===== src/rtl/irq_source_ctrl.sv =====
// Peripheral interrupt source controller: latches request edges, masks, prioritises
// and hands a 3-bit vector code to the CPU with an in-service/EOI handshake.
module irq_source_ctrl #(
    parameter logic [6:0]  MASK_RST    = 7'h7F,
    parameter int unsigned ACK_TIMEOUT = 255
) (
    input  logic       clk,
    input  logic       rst,
    input  logic [6:0] req,
    input  logic       mask_we,
    input  logic [6:0] mask_wdata,
    input  logic       inter,
    input  logic       eirq,
    output logic       irq1,
    output logic       irq2,
    output logic       irq3,
    output logic [6:0] mask,
    output logic [6:0] pending,
    output logic [2:0] active_code,
    output logic       busy
);

    localparam int unsigned N_SRC  = 7;
    localparam int unsigned CODE_W = 3;
    localparam int unsigned CNT_W  = 16;
    localparam logic [CNT_W-1:0] CNT_LAST = CNT_W'(ACK_TIMEOUT - 1);

    typedef enum logic [1:0] {
        IDLE    = 2'd0,
        PRESENT = 2'd1,
        SERVICE = 2'd2,
        GAP     = 2'd3
    } state_t;

    state_t            state, state_n;
    logic [N_SRC-1:0]  req_d;
    logic [CODE_W-1:0] irq_q, irq_n;
    logic [CODE_W-1:0] act_n;
    logic [CNT_W-1:0]  cnt, cnt_n;
    logic [N_SRC-1:0]  pending_n, mask_n, clr, rise, elig;
    logic [CODE_W-1:0] win_code, act_onehot_sel;
    logic              busy_n;

    assign rise = req & ~req_d;
    assign elig = pending & mask;
    assign act_onehot_sel = active_code;

    // Highest eligible index wins; later loop iterations override earlier ones.
    always_comb begin
        win_code = '0;
        for (int i = 0; i < int'(N_SRC); i++) begin
            if (elig[i]) win_code = CODE_W'(i + 1);
        end
    end

    always_comb begin
        state_n = state;
        irq_n   = '0;
        act_n   = active_code;
        cnt_n   = cnt;
        clr     = '0;
        unique case (state)
            IDLE: begin
                if (|elig) begin
                    act_n   = win_code;
                    irq_n   = win_code;
                    cnt_n   = '0;
                    state_n = PRESENT;
                end
            end
            PRESENT: begin
                if (inter) begin
                    for (int i = 0; i < int'(N_SRC); i++) begin
                        if (act_onehot_sel == CODE_W'(i + 1)) clr[i] = 1'b1;
                    end
                    state_n = SERVICE;
                end else if (cnt == CNT_LAST) begin
                    act_n   = '0;
                    state_n = IDLE;
                end else begin
                    cnt_n = cnt + CNT_W'(1);
                    irq_n = active_code;
                end
            end
            SERVICE: begin
                if (eirq) begin
                    act_n   = '0;
                    state_n = GAP;
                end
            end
            GAP: begin
                if (!inter) state_n = IDLE;
            end
            default: state_n = IDLE;
        endcase
        // A new rise on the bit being cleared is kept as a fresh event.
        pending_n = (pending & ~clr) | rise;
        mask_n    = mask_we ? mask_wdata : mask;
        busy_n    = (state_n != IDLE);
    end

    always_ff @(posedge clk) begin
        if (rst) begin
            state       <= IDLE;
            req_d       <= '0;
            irq_q       <= '0;
            active_code <= '0;
            cnt         <= '0;
            pending     <= '0;
            mask        <= MASK_RST;
            busy        <= 1'b0;
        end else begin
            state       <= state_n;
            req_d       <= req;
            irq_q       <= irq_n;
            active_code <= act_n;
            cnt         <= cnt_n;
            pending     <= pending_n;
            mask        <= mask_n;
            busy        <= busy_n;
        end
    end

    assign irq1 = irq_q[0];
    assign irq2 = irq_q[1];
    assign irq3 = irq_q[2];

endmodule


===== config.mk =====
export PLATFORM = sky130hd
export DESIGN_NAME = irq_source_ctrl
export DESIGN_NICKNAME = d
export VERILOG_FILES = /design/src/rtl/irq_source_ctrl.sv
export SDC_FILE = /design/constraint.sdc
export NUM_CORES = 1
export LEC_CHECK = 0
export CAP_MARGIN = 15
export CORE_AREA = 3 3 82 84
export CTS_BUF_LIST = sky130_fd_sc_hd__clkbuf_8
export CTS_CLUSTER_DIAMETER = 100
export DETAILED_ROUTE_END_ITERATION = 6
export DIE_AREA = 0 0 85 87
export SYNTH_ARGS = -nofsm -noshare
export SYNTH_HDL_FRONTEND = slang
export SYNTH_SLANG_ARGS = --single-unit

===== constraint.sdc =====
create_clock -name clk -period 3 [get_ports clk]
set_input_delay 0.45 -clock clk [delete_from_list [all_inputs] [get_ports clk]]
set_output_delay 0.45 -clock clk [all_outputs]
set_load 0.1 [all_outputs]

[Word-level counts from Yosys, hierarchy flattened]
Index checks and enable logic that the tools add are counted.
Storage, ports and cells
  flip-flop bits (word level): 46
  latch bits: 0
  bits in writable memories: 0
  ROM bits: 0
  output and inout bits: 21
  logic and storage cells: 71
  memories kept: 0
Cells by class
  $add $sub $neg: 1
  $mul: 0
  divide/modulo/power cells: 0
  $lt $le $gt $ge: 0
  equality and inequality tests: 15
  shifts and indexed selects: 0
  muxes and demuxes: 34
  bitwise operators: 6
  reduce and logical (&&, ||, !) cells: 7
Operators with widths (count)
  $mux W16: 3
  $mux W3: 12
  $pmux W16 S2: 1
  $and A7 B7 Y7: 3
  $add A16 B1 Y16 const B: 1
  $eq A16 B8 Y1 const B: 1
  $mux W7: 2
  $not A7 Y7: 2
  $eq A3 B3 Y1 const B: 4
  $mux W2: 5
  $pmux W3 S3: 1
  $mux W1: 8
  $ne A2 B2 Y1 const B: 4
  $pmux W2 S4: 1
  $reduce_and A4 Y1: 2
  $or A7 B7 Y7: 1
  $reduce_or A7 Y1: 1
  $eq A3 B2 Y1 const B: 2
  $pmux W3 S2: 1
  $eq A2 B2 Y1 const B: 2
  $reduce_bool A2 Y1: 2
  $eq A3 B1 Y1 const B: 1
  $reduce_bool A3 Y1: 1
  $eq A2 B1 Y1 const B: 1
  $logic_not A2 Y1: 1

[Logic depth before layout (Yosys ltp)]
  depth in word-level cells: 10
  gate-level depth with buffers: 8

[Least setup slack after synthesis]
Ideal clock, no wire load.
  path type: register -> register
  from: register mask[6]
  to: register cnt[10]
  library setup time: 59 ps
  arrival: 2527 ps
  required time: 2941 ps
  path slack: 414 ps
  stages on the path, launching flop included: 6
  path buffers: 0
  clock period less this slack: 2586 ps
  cell sequence: dfxtp_1 > a22oi_1 > a41oi_1 > nand3_1 > or4_1 > nand2_1
Between the ends
  longest elaborated chain between the ends: 4
RTL lines
  start, declared: line 17  | output logic [6:0] mask,
  start signal, assigned: line 119  | mask <= mask_n;
  $and A7 B7 Y7: line 45  | assign elig = pending & mask;
  $reduce_or A7 Y1: line 64  | if (|elig) begin
  $ne A2 B2 Y1 (no line)
  $reduce_and A4 Y1 (no line)
  end signal, assigned: line 117  | cnt <= cnt_n;
  end, declared: line 39  | logic [CNT_W-1:0] cnt, cnt_n;
Every way passes these cells.
A chain may end at the register's enable or synchronous reset.

[Final worst setup path]
  from: register pending[0]
  to: register cnt[12]
Between the ends
  longest elaborated chain between the ends: 4
RTL lines
  start, declared: line 18  | output logic [6:0] pending,
  start signal, assigned: line 118  | pending <= pending_n;
  $and A7 B7 Y7: line 45
  $reduce_or A7 Y1: line 64
  $ne A2 B2 Y1 (no line)
  $reduce_and A4 Y1 (no line)
Every way passes these cells.

==> results.sh <==
export IMPL_clkSlewWorstSetupHoldPaths_ns=0.09
export IMPL_leading_cell_type_in_the_layout_fill_and_taps_excluded="dfxtp_1"
export IMPL_synthArstFlopShare_pct=0
export IMPL_fillerInstances=592
export IMPL_wirelength_mm=4.86
export IMPL_grt_antenna_before_repair=0
export IMPL_synth_edf_count=0
export IMPL_tritoncts_num_buffers=5
export IMPL_pin_count_of_the_biggest_net_entering_global_routing=32
export IMPL_grt_pass1_vias=1655
export IMPL_chipWidth_um=85
export IMPL_synth_main_ff_cell="dfxtp_1"
export IMPL_timing_final_crit_period_ns=2.39
export IMPL_report_power_total_mw=1.93
export IMPL_layout_worst_path_cycle_share_pct=79.7
export IMPL_maxCapViolCount=0
export IMPL_p_int_mw=1.12
export IMPL_category_of_the_worst_setup_path_launch_point="flop"
export IMPL_worst_ep_arrival_time_ns=2.64
export IMPL_total_leakage_power_nw=1.00
export IMPL_ff_latch_count_synth=46
export IMPL_antenna_cells_inserted=0
export IMPL_place_detailed_hpwl_mm=3.54
export IMPL_post_cts_buffers=0
export IMPL_worstPathMaxFanout=16
export IMPL_globalRoute_totalOverflow=0
export IMPL_postSynthCellCount=239
export IMPL_worst_skew_pair_late_latency_ns=0.30
export IMPL_cts_root_buffer="clkbuf_8"
export IMPL_power_frac_seq_pct=38.4
export IMPL_drt_pass1_iterations=4
export IMPL_timing_fmax_mhz=418
export IMPL_drt_iter0_drc=91
export IMPL_worst_slew_pin_slew_ns=0.753
export IMPL_critPathKind="flop to flop"
export IMPL_cts_htree_levels=2
export IMPL_seq_area_um2=921
export IMPL_status="finished clean"
export IMPL_initial_core_util_pct=35.3
export IMPL_fp_row_count=28
export IMPL_setup_tns_ns=0
export IMPL_p_sw_share_pct=41.9
export IMPL_fraction_of_power_consumed_by_combinational_cells_pct=37.4
export IMPL_clockPowerShare_pct=24.3
export IMPL_detail_routed_net_length_per_standard_cell_um=13.7
export IMPL_cts_tree="yes"
export IMPL_die_height_um=87
export IMPL_hp_class="flop to flop"
export IMPL_io_pins=40
export IMPL_areaGrowthSynthToFinish_pct=25.2
export IMPL_grt_setup_unrepaired="no"
export IMPL_cellPowerDensity_mw_per_mm2=731
export IMPL_routed_via_density=5.21
export IMPL_vias=1855
export IMPL_post_cts_resize_count=0
export IMPL_drive_gt1_share_pct=12.5
export IMPL_cts_path_max_buffers=2
export IMPL_finalNetCount=306
export IMPL_end_kind="flop"
export IMPL_final_max_slew_viol_count=0
export IMPL_final_antenna_net_count=0
export IMPL_skew_ns=0.00440
export IMPL_layout_cells_most_common_list="dfxtp_1 (46), buf_4 (23), nor2_1 (22), nand2_1 (18), clkdlybuf4s50_1 (18)"
export IMPL_buffer_ports_inserted=39
export IMPL_timing_hold_violations_final=0
export IMPL_multi_input_area_mm2=0.00114
export IMPL_design_die_area_mm2=0.00740
export IMPL_number_of_setup_violations_in_the_final_report=0
export IMPL_syn_area_mm2=0.00211
export IMPL_clock_sink_count=46
export IMPL_grt_util_all_layers_pct=13.8
export IMPL_residual_drc_count=0
export IMPL_irDropWorstVdd_mv=0.434
export IMPL_cts_hold_buffers_added=0
export IMPL_synthesis_area_per_instance_um2=8.85
export IMPL_yosysWarnings=0
export IMPL_grt_pass1_wl_mm=8.22
export IMPL_power_switching_uw=810
export IMPL_gp_routability_congestion=0.774
export IMPL_worst_ep_required_time_ns=3.25
export IMPL_core_area_mm2=0.00599
export IMPL_synth_cell_types=42
export IMPL_slew_headroom_pct=49.8
export IMPL_synth_nets=265
export IMPL_seq_area_frac_synth_pct=43.6
[final timing paths]
path | from | end | slack [ns] | cells past startpoint
setup reg to reg | pending[0] | cnt[12] | 0.61 | 5
hold / removal | req_d[2] | pending[2] | 0.48 | 2
hold reg to reg | req_d[2] | pending[2] | 0.48 | 2
setup / recovery | pending[0] | cnt[12] | 0.61 | 5
[cell type report]
type / instances / area share (%)
Multi-Input combinational cell: 180 / 43.2
Clock buffer: 5 / 2.60
Timing Repair Buffer: 41 / 13.3
Tap cell: 75 / 3.54
Inverter: 6 / 0.851
Sequential cell: 46 / 34.8
Clock inverter: 3 / 1.65
[Yosys cell counts, drive strengths merged, types with 4 or more instances]
cell type | count | area (um2)
nor3 | 9 | 45.0
a22oi | 6 | 45.0
dfxtp | 46 | 921
a211o | 7 | 61.3
nor2 | 22 | 82.6
a21oi | 13 | 65.1
xor2 | 5 | 43.8
clkbuf | 6 | 22.5
nor2b | 14 | 87.6
inv | 6 | 22.5
nand2b | 10 | 62.6
nor3b | 4 | 30.0
o21ai | 9 | 45.0
xnor2 | 6 | 52.6
and4 | 4 | 35.0
nand2 | 18 | 67.6
ha | 7 | 87.6
nand4 | 8 | 50.1
nand3 | 7 | 40.0
[kinds of logic after synthesis]
logic type / after synthesis / share of synthesized area (%)
compound gates: 52 / 16.9
xor+xnor: 11 / 4.56
fa+ha+maj: 7 / 4.14
buf+inv: 13 / 2.31
flops: 46 / 43.6
mux: 1 / 0.473
simple gates: 109 / 28.1
[layer usage]
metal	part of all wire [%]	up-vias	track usage (%)
li1	-	949	-
met1	50	865	18.8
met2	45	34	21.2
met3	4.1	7	3.22
met4	1.5	0	5.32
met5	0	-	0
[through the flow]
step                instances  util [%]  cell area [um2]  setup WS [ns]  hold slack [ns]
floorplan                 239         -             2110          0.414            0.462
global placement          348      42.3             2530          0.676            0.467
detailed placement        348      42.3             2530          0.617            0.478
CTS                       356      44.2             2650          0.636            0.492
global route              356      44.2             2650          0.496            0.510
finish                    356      44.2             2650          0.610            0.482
[sequential cells by signal, summed over array words and instances, names as in the netlist]
| signal | cells |
|---|---|
| irq_q | 3 |
| mask | 7 |
| busy | 1 |
| req_d | 7 |
| state | 2 |
| active_code | 3 |
| pending | 7 |
| cnt | 16 |
[power groups by stage]
stage               logic [mW]  registers [mW]  clock network [mW]
global route             0.773           0.753               0.514
global placement         0.723           0.754                   0
floorplan                0.278            1.02                   0
CTS                      0.726           0.741               0.485
detailed placement       0.724           0.755                   0
finish                   0.723           0.742               0.470
[critical path: stages (launching register included)]
cell	delay (ns)
dfxtp_1	0.34
a222oi_1	0.71
nand3_2	0.20
a31o_1	0.45
or4_1	0.56
nand2_1	0.07
(Power assumes the default switching activity.)
